--- src/rtl/bcd_calendar_counter_pkg.sv ---
// Shared calendar definitions: BCD month and month-length constants, the default reset date,
// and small BCD helpers (pair divisibility by four, month length, digit increment).
// Latency: n/a (package). Backpressure: n/a.
package bcd_calendar_counter_pkg;

    // BCD month numbers that affect month length or wrap behaviour
    localparam logic [7:0] MON_JAN = 8'h01;
    localparam logic [7:0] MON_FEB = 8'h02;
    localparam logic [7:0] MON_APR = 8'h04;
    localparam logic [7:0] MON_JUN = 8'h06;
    localparam logic [7:0] MON_SEP = 8'h09;
    localparam logic [7:0] MON_NOV = 8'h11;
    localparam logic [7:0] MON_DEC = 8'h12;

    // BCD month lengths
    localparam logic [7:0] LEN_28 = 8'h28;
    localparam logic [7:0] LEN_29 = 8'h29;
    localparam logic [7:0] LEN_30 = 8'h30;
    localparam logic [7:0] LEN_31 = 8'h31;

    // Default reset date 01/01/2000
    localparam logic [7:0]  DEF_DAY   = 8'h01;
    localparam logic [7:0]  DEF_MONTH = 8'h01;
    localparam logic [15:0] DEF_YEAR  = 16'h2000;

    // A two-digit BCD number is divisible by 4 iff:
    // even tens with ones in {0,4,8}, or odd tens with ones in {2,6}.
    function automatic logic div4_pair(input logic [7:0] p);
        logic [3:0] ones;
        ones = p[3:0];
        if (p[4] == 1'b0)
            return (ones == 4'd0) || (ones == 4'd4) || (ones == 4'd8);
        else
            return (ones == 4'd2) || (ones == 4'd6);
    endfunction

    // Length of BCD month m; anything not listed as short is 31 days.
    function automatic logic [7:0] month_len(input logic [7:0] m, input logic lp);
        logic [7:0] len;
        case (m)
            MON_FEB:                            len = lp ? LEN_29 : LEN_28;
            MON_APR, MON_JUN, MON_SEP, MON_NOV: len = LEN_30;
            default:                            len = LEN_31;
        endcase
        return len;
    endfunction

    // Two-digit BCD increment (caller guarantees no overflow past 99).
    function automatic logic [7:0] bcd_inc2(input logic [7:0] v);
        if (v[3:0] == 4'd9)
            return {v[7:4] + 4'd1, 4'd0};
        else
            return {v[7:4], v[3:0] + 4'd1};
    endfunction

    // Four-digit BCD increment; the final carry is dropped so 9999 wraps to 0000.
    function automatic logic [15:0] bcd_inc4(input logic [15:0] v);
        logic [15:0] r;
        logic        c;
        r = v;
        c = 1'b1;
        for (int i = 0; i < 4; i++) begin
            if (c) begin
                if (r[i*4 +: 4] == 4'd9) begin
                    r[i*4 +: 4] = 4'd0;
                end else begin
                    r[i*4 +: 4] = r[i*4 +: 4] + 4'd1;
                    c = 1'b0;
                end
            end
        end
        return r;
    endfunction

    function automatic logic nib_ok(input logic [3:0] n);
        return n <= 4'd9;
    endfunction

endpackage

--- src/rtl/bcd_calendar_counter_if.sv ---
// Calendar bus: tick/load requests with load date in, current date, flags and pulses out.
// Latency: n/a (wiring only). Backpressure: none, every request is taken the cycle it is seen.
// master = request side (drives tick/load), slave = the calendar counter.
interface bcd_calendar_counter_if;
    logic        tick;
    logic        load;
    logic [7:0]  load_day;
    logic [7:0]  load_month;
    logic [15:0] load_year;
    logic [7:0]  day_bcd;
    logic [7:0]  month_bcd;
    logic [15:0] year_bcd;
    logic        day_tens_blank;
    logic        month_tens_blank;
    logic        leap;
    logic        month_wrap;
    logic        year_wrap;
    logic        load_err;

    modport master (
        output tick, load, load_day, load_month, load_year,
        input  day_bcd, month_bcd, year_bcd, day_tens_blank, month_tens_blank,
               leap, month_wrap, year_wrap, load_err
    );

    modport slave (
        input  tick, load, load_day, load_month, load_year,
        output day_bcd, month_bcd, year_bcd, day_tens_blank, month_tens_blank,
               leap, month_wrap, year_wrap, load_err
    );
endinterface

--- src/rtl/bcd_calendar_counter_leap.sv ---
// Gregorian leap-year detect on a 4-digit BCD year, no binary conversion.
// Latency: combinational. Backpressure: n/a.
// Ports: year_bcd (16-bit BCD year) in, leap out.
module bcd_leap_year_detect
    import bcd_calendar_counter_pkg::*;
(
    input  logic [15:0] year_bcd,
    output logic        leap
);
    // YY != 00: year is not a century, so leap iff YY divisible by 4.
    // YY == 00: century, leap iff divisible by 400, i.e. iff CC divisible by 4.
    always_comb begin
        if (year_bcd[7:0] != 8'h00)
            leap = div4_pair(year_bcd[7:0]);
        else
            leap = div4_pair(year_bcd[15:8]);
    end
endmodule

--- src/rtl/bcd_calendar_counter.sv ---
// BCD calendar date register (DD/MM/YYYY), advances one day per tick, validated load.
// Latency: date/pulses update on the edge where tick/load is sampled, visible next cycle.
// Backpressure: none; reset > load > tick, a tick coincident with load is dropped.
// Ports: clk, reset (sync, active-high), cal (slave modport: tick/load/load_* in;
//        date, tens-blank flags, leap, month_wrap/year_wrap/load_err pulses out).
module bcd_calendar_counter
    import bcd_calendar_counter_pkg::*;
#(
    parameter logic [7:0]  RESET_DAY   = DEF_DAY,
    parameter logic [7:0]  RESET_MONTH = DEF_MONTH,
    parameter logic [15:0] RESET_YEAR  = DEF_YEAR
) (
    input  logic                      clk,
    input  logic                      reset,
    bcd_calendar_counter_if.slave     cal
);

    logic [7:0]  day_q, day_d;
    logic [7:0]  month_q, month_d;
    logic [15:0] year_q, year_d;
    logic        month_wrap_q, month_wrap_d;
    logic        year_wrap_q, year_wrap_d;
    logic        load_err_q, load_err_d;

    logic        cur_leap;
    logic        load_leap;
    logic        load_ok;

    bcd_leap_year_detect u_leap_cur (
        .year_bcd (year_q),
        .leap     (cur_leap)
    );

    bcd_leap_year_detect u_leap_load (
        .year_bcd (cal.load_year),
        .leap     (load_leap)
    );

    // Once every nibble is a decimal digit, BCD ordering equals binary ordering,
    // so the range checks can compare the packed values directly.
    always_comb begin
        logic digits_ok;
        logic month_ok;
        logic day_ok;
        digits_ok = nib_ok(cal.load_day[7:4])   && nib_ok(cal.load_day[3:0])   &&
                    nib_ok(cal.load_month[7:4]) && nib_ok(cal.load_month[3:0]) &&
                    nib_ok(cal.load_year[15:12]) && nib_ok(cal.load_year[11:8]) &&
                    nib_ok(cal.load_year[7:4])  && nib_ok(cal.load_year[3:0]);
        month_ok  = (cal.load_month >= MON_JAN) && (cal.load_month <= MON_DEC);
        day_ok    = (cal.load_day != 8'h00) &&
                    (cal.load_day <= month_len(cal.load_month, load_leap));
        load_ok   = digits_ok && month_ok && day_ok;
    end

    always_comb begin
        day_d        = day_q;
        month_d      = month_q;
        year_d       = year_q;
        month_wrap_d = 1'b0;
        year_wrap_d  = 1'b0;
        load_err_d   = 1'b0;

        if (cal.load) begin
            if (load_ok) begin
                day_d   = cal.load_day;
                month_d = cal.load_month;
                year_d  = cal.load_year;
            end else begin
                load_err_d = 1'b1;
            end
        end else if (cal.tick) begin
            if (day_q == month_len(month_q, cur_leap)) begin
                day_d        = 8'h01;
                month_wrap_d = 1'b1;
                if (month_q == MON_DEC) begin
                    month_d     = MON_JAN;
                    year_d      = bcd_inc4(year_q);
                    year_wrap_d = 1'b1;
                end else begin
                    month_d = bcd_inc2(month_q);
                end
            end else begin
                day_d = bcd_inc2(day_q);
            end
        end
    end

    always_ff @(posedge clk) begin
        if (reset) begin
            day_q        <= RESET_DAY;
            month_q      <= RESET_MONTH;
            year_q       <= RESET_YEAR;
            month_wrap_q <= 1'b0;
            year_wrap_q  <= 1'b0;
            load_err_q   <= 1'b0;
        end else begin
            day_q        <= day_d;
            month_q      <= month_d;
            year_q       <= year_d;
            month_wrap_q <= month_wrap_d;
            year_wrap_q  <= year_wrap_d;
            load_err_q   <= load_err_d;
        end
    end

    // Flags are decoded straight from the date registers, so they track the visible date.
    assign cal.day_bcd          = day_q;
    assign cal.month_bcd        = month_q;
    assign cal.year_bcd         = year_q;
    assign cal.day_tens_blank   = (day_q[7:4] == 4'd0);
    assign cal.month_tens_blank = (month_q[7:4] == 4'd0);
    assign cal.leap             = cur_leap;
    assign cal.month_wrap       = month_wrap_q;
    assign cal.year_wrap        = year_wrap_q;
    assign cal.load_err         = load_err_q;

endmodule

--- src/flat_wrapper.sv ---
// flat-port wrapper written by rule: the top's interface ports become plain ports
module bcd_calendar_counter_flat import bcd_calendar_counter_pkg::*;
#(
    parameter logic [7:0]  RESET_DAY   = DEF_DAY,
    parameter logic [7:0]  RESET_MONTH = DEF_MONTH,
    parameter logic [15:0] RESET_YEAR  = DEF_YEAR
)
  (clk, reset, cal_tick, cal_load, cal_load_day, cal_load_month, cal_load_year, cal_day_bcd, cal_month_bcd, cal_year_bcd, cal_day_tens_blank, cal_month_tens_blank, cal_leap, cal_month_wrap, cal_year_wrap, cal_load_err);
  bcd_calendar_counter_if cal_i ();
  input  logic clk;
  input  logic reset;
  input wire logic [$bits(cal_i.tick)-1:0] cal_tick;
  input wire logic [$bits(cal_i.load)-1:0] cal_load;
  input wire logic [$bits(cal_i.load_day)-1:0] cal_load_day;
  input wire logic [$bits(cal_i.load_month)-1:0] cal_load_month;
  input wire logic [$bits(cal_i.load_year)-1:0] cal_load_year;
  output wire logic [$bits(cal_i.day_bcd)-1:0] cal_day_bcd;
  output wire logic [$bits(cal_i.month_bcd)-1:0] cal_month_bcd;
  output wire logic [$bits(cal_i.year_bcd)-1:0] cal_year_bcd;
  output wire logic [$bits(cal_i.day_tens_blank)-1:0] cal_day_tens_blank;
  output wire logic [$bits(cal_i.month_tens_blank)-1:0] cal_month_tens_blank;
  output wire logic [$bits(cal_i.leap)-1:0] cal_leap;
  output wire logic [$bits(cal_i.month_wrap)-1:0] cal_month_wrap;
  output wire logic [$bits(cal_i.year_wrap)-1:0] cal_year_wrap;
  output wire logic [$bits(cal_i.load_err)-1:0] cal_load_err;
  assign cal_i.tick = cal_tick;
  assign cal_i.load = cal_load;
  assign cal_i.load_day = cal_load_day;
  assign cal_i.load_month = cal_load_month;
  assign cal_i.load_year = cal_load_year;
  assign cal_day_bcd = cal_i.day_bcd;
  assign cal_month_bcd = cal_i.month_bcd;
  assign cal_year_bcd = cal_i.year_bcd;
  assign cal_day_tens_blank = cal_i.day_tens_blank;
  assign cal_month_tens_blank = cal_i.month_tens_blank;
  assign cal_leap = cal_i.leap;
  assign cal_month_wrap = cal_i.month_wrap;
  assign cal_year_wrap = cal_i.year_wrap;
  assign cal_load_err = cal_i.load_err;
  bcd_calendar_counter #(.RESET_DAY(RESET_DAY), .RESET_MONTH(RESET_MONTH), .RESET_YEAR(RESET_YEAR)) u_core (.clk(clk), .reset(reset), .cal(cal_i));
endmodule
--- config.mk ---
export PLATFORM = sky130hd
export DESIGN_NAME = bcd_calendar_counter_flat
export DESIGN_NICKNAME = d
export VERILOG_FILES = /design/src/rtl/bcd_calendar_counter_pkg.sv /design/src/rtl/bcd_calendar_counter_if.sv /design/src/rtl/bcd_calendar_counter_leap.sv /design/src/rtl/bcd_calendar_counter.sv /design/src/flat_wrapper.sv
export SDC_FILE = /design/constraint.sdc
export NUM_CORES = 1
export LEC_CHECK = 0
export BUFFER_PORTS_ARGS = -buffer_cell sky130_fd_sc_hd__buf_4
export CORE_UTILIZATION = 54
export CTS_CLUSTER_SIZE = 16
export DETAILED_ROUTE_END_ITERATION = 10
export PLACE_DENSITY = 0.81
export SETUP_SLACK_MARGIN = 0.3
export SYNTH_ARGS = -nofsm -noshare
export SYNTH_HDL_FRONTEND = slang
export SYNTH_HIERARCHICAL = 1
export SYNTH_SLANG_ARGS = --single-unit
--- constraint.sdc ---
create_clock -name clk -period 3.35 [get_ports clk]
set_input_delay 0.335 -clock clk [delete_from_list [all_inputs] [get_ports clk]]
set_output_delay 0.335 -clock clk [all_outputs]
set_load 0.01 [all_outputs]
==> impl_metrics.sql <==
INSERT INTO impl_metrics (metric_group, metric, value, unit) VALUES
('outcome', 'status', 'complete, no violations', ''),
('sta', 'period_minus_slack', '2.86', 'ns'),
('place', 'dp_hpwl', '5910', 'microns'),
('setup_path', 'timing.critical_path.slowest_cell_delay', '0.43', 'ns'),
('final_layout', 'antenna_cells_inserted', '0', ''),
('sta', 'fmax', '350', 'MHz'),
('logic_synthesis', 'synth.cell_area', '2810', 'sq um'),
('place', 'port_buffers', '73', ''),
('place', 'gpl.final_weighted_congestion', '0.892', ''),
('sta', 'timing_worst_slew_pin_value', '0.544', 'ns'),
('clocking', 'clock_sink_count', '35', ''),
('logic_synthesis', 'flip_flop_and_latch_count_after_synthesis', '35', ''),
('global_route', 'grt_start_max_net_pins', '58', ''),
('routing', 'number_of_antenna_violating_nets_in_the_routed_design', '0', ''),
('floorplanning', 'floorplan.die.height', '74.1', 'microns'),
('job', 'max-cap-violations', '0', ''),
('routing', 'detail_route.vias_per_cell', '6.24', ''),
('sta', 'report.final.hold_viol_count', '0', ''),
('sta', 'setup_repair_after_global_routing_missed_its_margin', 'false', ''),
('global_route', 'global_route_wire_length_before_repair', '12600', 'microns'),
('floorplanning', 'die_area', '5500', 'sq um'),
('clocking', 'postCtsHoldBufs', '0', ''),
('setup_path', 'worst-endpoint-arrival', '3.08', 'ns'),
('floorplanning', 'start_util', '57.6', '%'),
('setup_path', 'required', '3.58', 'ns'),
('setup_path', 'crit_chain', 'nor4_2, nand2_1, mux2_4, nand2b_1, a21boi_2, a221o_2, nand4_4, o31a_1, a211o_1, a21oi_1', ''),
('hold_path', 'hold_depth', '3', ''),
('clocking', 'numCtsBuffers', '5', ''),
('hold_path', 'timing.hold.worst.start', 'cal_load_month[7]', ''),
('pwr', 'design_power_total', '970', 'uW'),
('logic_synthesis', 'number_of_synthesized_flops_with_an_enable_pin', '0', ''),
('floorplanning', 'num_io_pins', '74', ''),
('sta', 'final.period_utilization', '85.3', '%'),
('sta', 'totalNegativeSetupSlack', '0', 'ns'),
('final_layout', 'area_growth', '23.4', '%'),
('clocking', 'ctsHtreeMaxLevel', '2', ''),
('logic_synthesis', 'synthDistinctLibCells', '64', ''),
('sta', 'final_number_of_max_transition_violations', '0', ''),
('logic_synthesis', 'synth-async-reset-ratio', '0', '%'),
('sta', 'timing.final.setup_violations', '0', ''),
('clocking', 'post_cts.repair.setup_buffers', '0', ''),
('logic_synthesis', 'synth_warnings', '6', ''),
('pwr', 'cellLeakagePower', '0.00137', 'uW'),
('setup_path', 'kind_of_start_point_of_the_critical_path', 'flop', ''),
('setup_path', 'regToRegStartpoint', 'u_core/cal.year_bcd[1]', ''),
('logic_synthesis', 'synth_nets', '412', ''),
('global_route', 'grt.total_usage', '29.7', '%'),
('final_layout', 'final_core_utilization', '71.1', '%'),
('clocking', 'clk_pin_slew_worst_paths', '0.08', 'ns'),
('clocking', 'cts_root_buf', 'sky130_fd_sc_hd__clkbuf_8', ''),
('routing', 'dr_total_vias', '3118', ''),
('logic_synthesis', 'synth.top_cells.by_area', 'sky130_fd_sc_hd__dfxtp_1 25%, sky130_fd_sc_hd__o21ai_0 6.1%, sky130_fd_sc_hd__mux2i_1 5.3%, sky130_fd_sc_hd__nand2_1 5.2%, sky130_fd_sc_hd__nor2_1 5.1%', ''),
('floorplanning', 'fp-row-count', '25', ''),
('sta', 'worst_slew_slack_as_a_fraction_of_its_limit', '63.7', '%'),
('clocking', 'worst_skew_pair.late_latency', '0.29', 'ns'),
('global_route', 'grt-ovfl-total', '0', ''),
('final_layout', 'layout-drive-gt1-share', '24.9', '%'),
('setup_path', 'timing.critical_path.to_type', 'flop', ''),
('routing', 'drtPass1Iterations', '6', ''),
('setup_path', 'worstPathMaxFanout', '12', ''),
('clocking', 'clockBufferDepth', '2', ''),
('logic_synthesis', 'synth.cells.most_frequent', '39 x sky130_fd_sc_hd__nand2_1, 38 x sky130_fd_sc_hd__nor2_1, 35 x sky130_fd_sc_hd__dfxtp_1', ''),
('setup_path', 'timing.critical_path.slowest_stage_cell', 'sky130_fd_sc_hd__dfxtp_1', ''),
('pwr', 'peakVddDrop', '159', 'uV'),
('floorplanning', 'core_region_area', '4880', 'sq um'),
('global_route', 'first_global_vias', '2733', ''),
('setup_path', 'critical_path.reg2reg.endpoint', 'u_core/cal.year_bcd[8]', ''),
('logic_synthesis', 'post-synth-top-area-fraction', '24.9', '%'),
('setup_path', 'reg2reg_slack', '0.49', 'ns'),
('final_layout', 'layout.nets', '476', ''),
('sta', 'skew', '0.00995', 'ns');
[worst max-delay path by stage]
stage	start	endpoint	slack (ns)	cells past startpoint
2_1_floorplan	cal_load_year[1]	u_core/cal.day_bcd[5]	0.51	15
3_3_place_gp	cal_load_year[1]	u_core/cal.year_bcd[9]	0.31	15
3_5_place_dp	cal_load_year[1]	u_core/cal.month_bcd[2]	0.19	15
4_1_cts	u_core/cal.year_bcd[1]	u_core/cal.year_bcd[8]	0.49	10
5_1_grt	cal_load_year[1]	u_core/cal.month_bcd[2]	0.30	15
6_report	u_core/cal.year_bcd[1]	u_core/cal.year_bcd[8]	0.49	10
[flip-flops by register name (all words and copies together), names as in the netlist]
name / cells
u_core/cal.day_bcd: 8
u_core/cal.year_wrap: 1
u_core/cal.year_bcd: 16
u_core/cal.month_wrap: 1
u_core/cal.load_err: 1
u_core/cal.month_bcd: 8
[layout by cell type (no fill, tap or decap), types with 3 or more instances in the layout]
master / synthesis / layout
sky130_fd_sc_hd__a211o_1: 6 / 6
sky130_fd_sc_hd__a211oi_1: 6 / 6
sky130_fd_sc_hd__a21oi_1: 26 / 26
sky130_fd_sc_hd__a221oi_1: 3 / 3
sky130_fd_sc_hd__a22o_1: 3 / 3
sky130_fd_sc_hd__a22oi_1: 8 / 8
sky130_fd_sc_hd__a31oi_1: 6 / 6
sky130_fd_sc_hd__a32oi_1: 3 / 3
sky130_fd_sc_hd__and3_1: 5 / 5
sky130_fd_sc_hd__buf_4: 0 / 77
sky130_fd_sc_hd__clkbuf_8: 0 / 5
sky130_fd_sc_hd__dfxtp_1: 35 / 35
sky130_fd_sc_hd__ha_1: 8 / 8
sky130_fd_sc_hd__inv_1: 18 / 18
sky130_fd_sc_hd__mux2_4: 3 / 3
sky130_fd_sc_hd__mux2i_1: 15 / 15
sky130_fd_sc_hd__nand2_1: 39 / 39
sky130_fd_sc_hd__nand2b_1: 3 / 3
sky130_fd_sc_hd__nand3_1: 13 / 12
sky130_fd_sc_hd__nand3b_1: 4 / 4
sky130_fd_sc_hd__nand4_1: 5 / 5
sky130_fd_sc_hd__nor2_1: 38 / 38
sky130_fd_sc_hd__nor2b_1: 6 / 6
sky130_fd_sc_hd__nor3_1: 8 / 8
sky130_fd_sc_hd__nor4_1: 3 / 3
sky130_fd_sc_hd__nor4_2: 3 / 3
sky130_fd_sc_hd__o211ai_1: 4 / 4
sky130_fd_sc_hd__o21a_1: 3 / 3
sky130_fd_sc_hd__o21ai_0: 34 / 33
sky130_fd_sc_hd__o21ai_1: 2 / 3
sky130_fd_sc_hd__o31ai_1: 3 / 3
[kinds of logic (layout without fill, tap and decap cells)]
| kind of cell | after synthesis | in the layout | share of synthesized area, % |
|---|---|---|---|
| XOR/XNOR | 2 | 2 | 0.623 |
| flip-flops | 35 | 35 | 24.9 |
| AND/OR/NAND/NOR | 142 | 142 | 28.0 |
| AO/OA/AOI/OAI | 125 | 125 | 30.2 |
| buffers and inverters | 38 | 103 | 5.74 |
| multiplexers | 18 | 18 | 6.95 |
| adder cells (fa/ha/maj) | 8 | 8 | 3.56 |
[power breakdown]
part           total, uW  internal, uW  switching [uW]
Clock                304           145             159
Sequential           448           426            21.5
Combinational        218          98.5             120
Total                970           670             300
[worst max-delay path: cells and delay by family (launching register included)]
family           cells  cell delay (ns)
AO/OA/AOI/OAI        5             1.28
AND/OR/NAND/NOR      4             0.77
flip-flops           1             0.43
multiplexers         1             0.33
[area by class of cell]
| cell class | instances | area (sq um) |
|---|---|---|
| Inverter | 18 | 67.6 |
| Fill cell | 425 | 1410 |
| Tap cell | 67 | 83.8 |
| Clock buffer | 6 | 72.6 |
| Multi-Input combinational cell | 295 | 1950 |
| Sequential cell | 35 | 701 |
| Clock inverter | 2 | 12.5 |
| Timing Repair Buffer | 77 | 578 |
[repair_timing]
| action | 4_1_cts | 5_1_grt |
|---|---|---|
| setup endpoints to repair | 0 | 19 |
| gates resized for setup | 0 | 2 |
| hold endpoints to repair | 0 | 0 |
[through the flow]
step	cells	setup WS (ns)	hold slack, ns	cell area [sq um]
floorplan	368	0.507	0.497	2810
global placement	492	0.306	0.489	3380
detailed placement	492	0.195	0.504	3380
CTS	500	0.487	0.333	3460
global route	500	0.302	0.355	3470
finish	500	0.494	0.342	3470
[metal layers]
layer / wire length [microns] / share of wire (%) / GRT usage [%]
met5: 0 / 0 / 0
met4: 148 / 1.8 / 12.4
met3: 538 / 6.6 / 4.47
met2: 3900 / 48 / 48.8
met1: 3520 / 43 / 39.0
(Power assumes the default switching activity.)
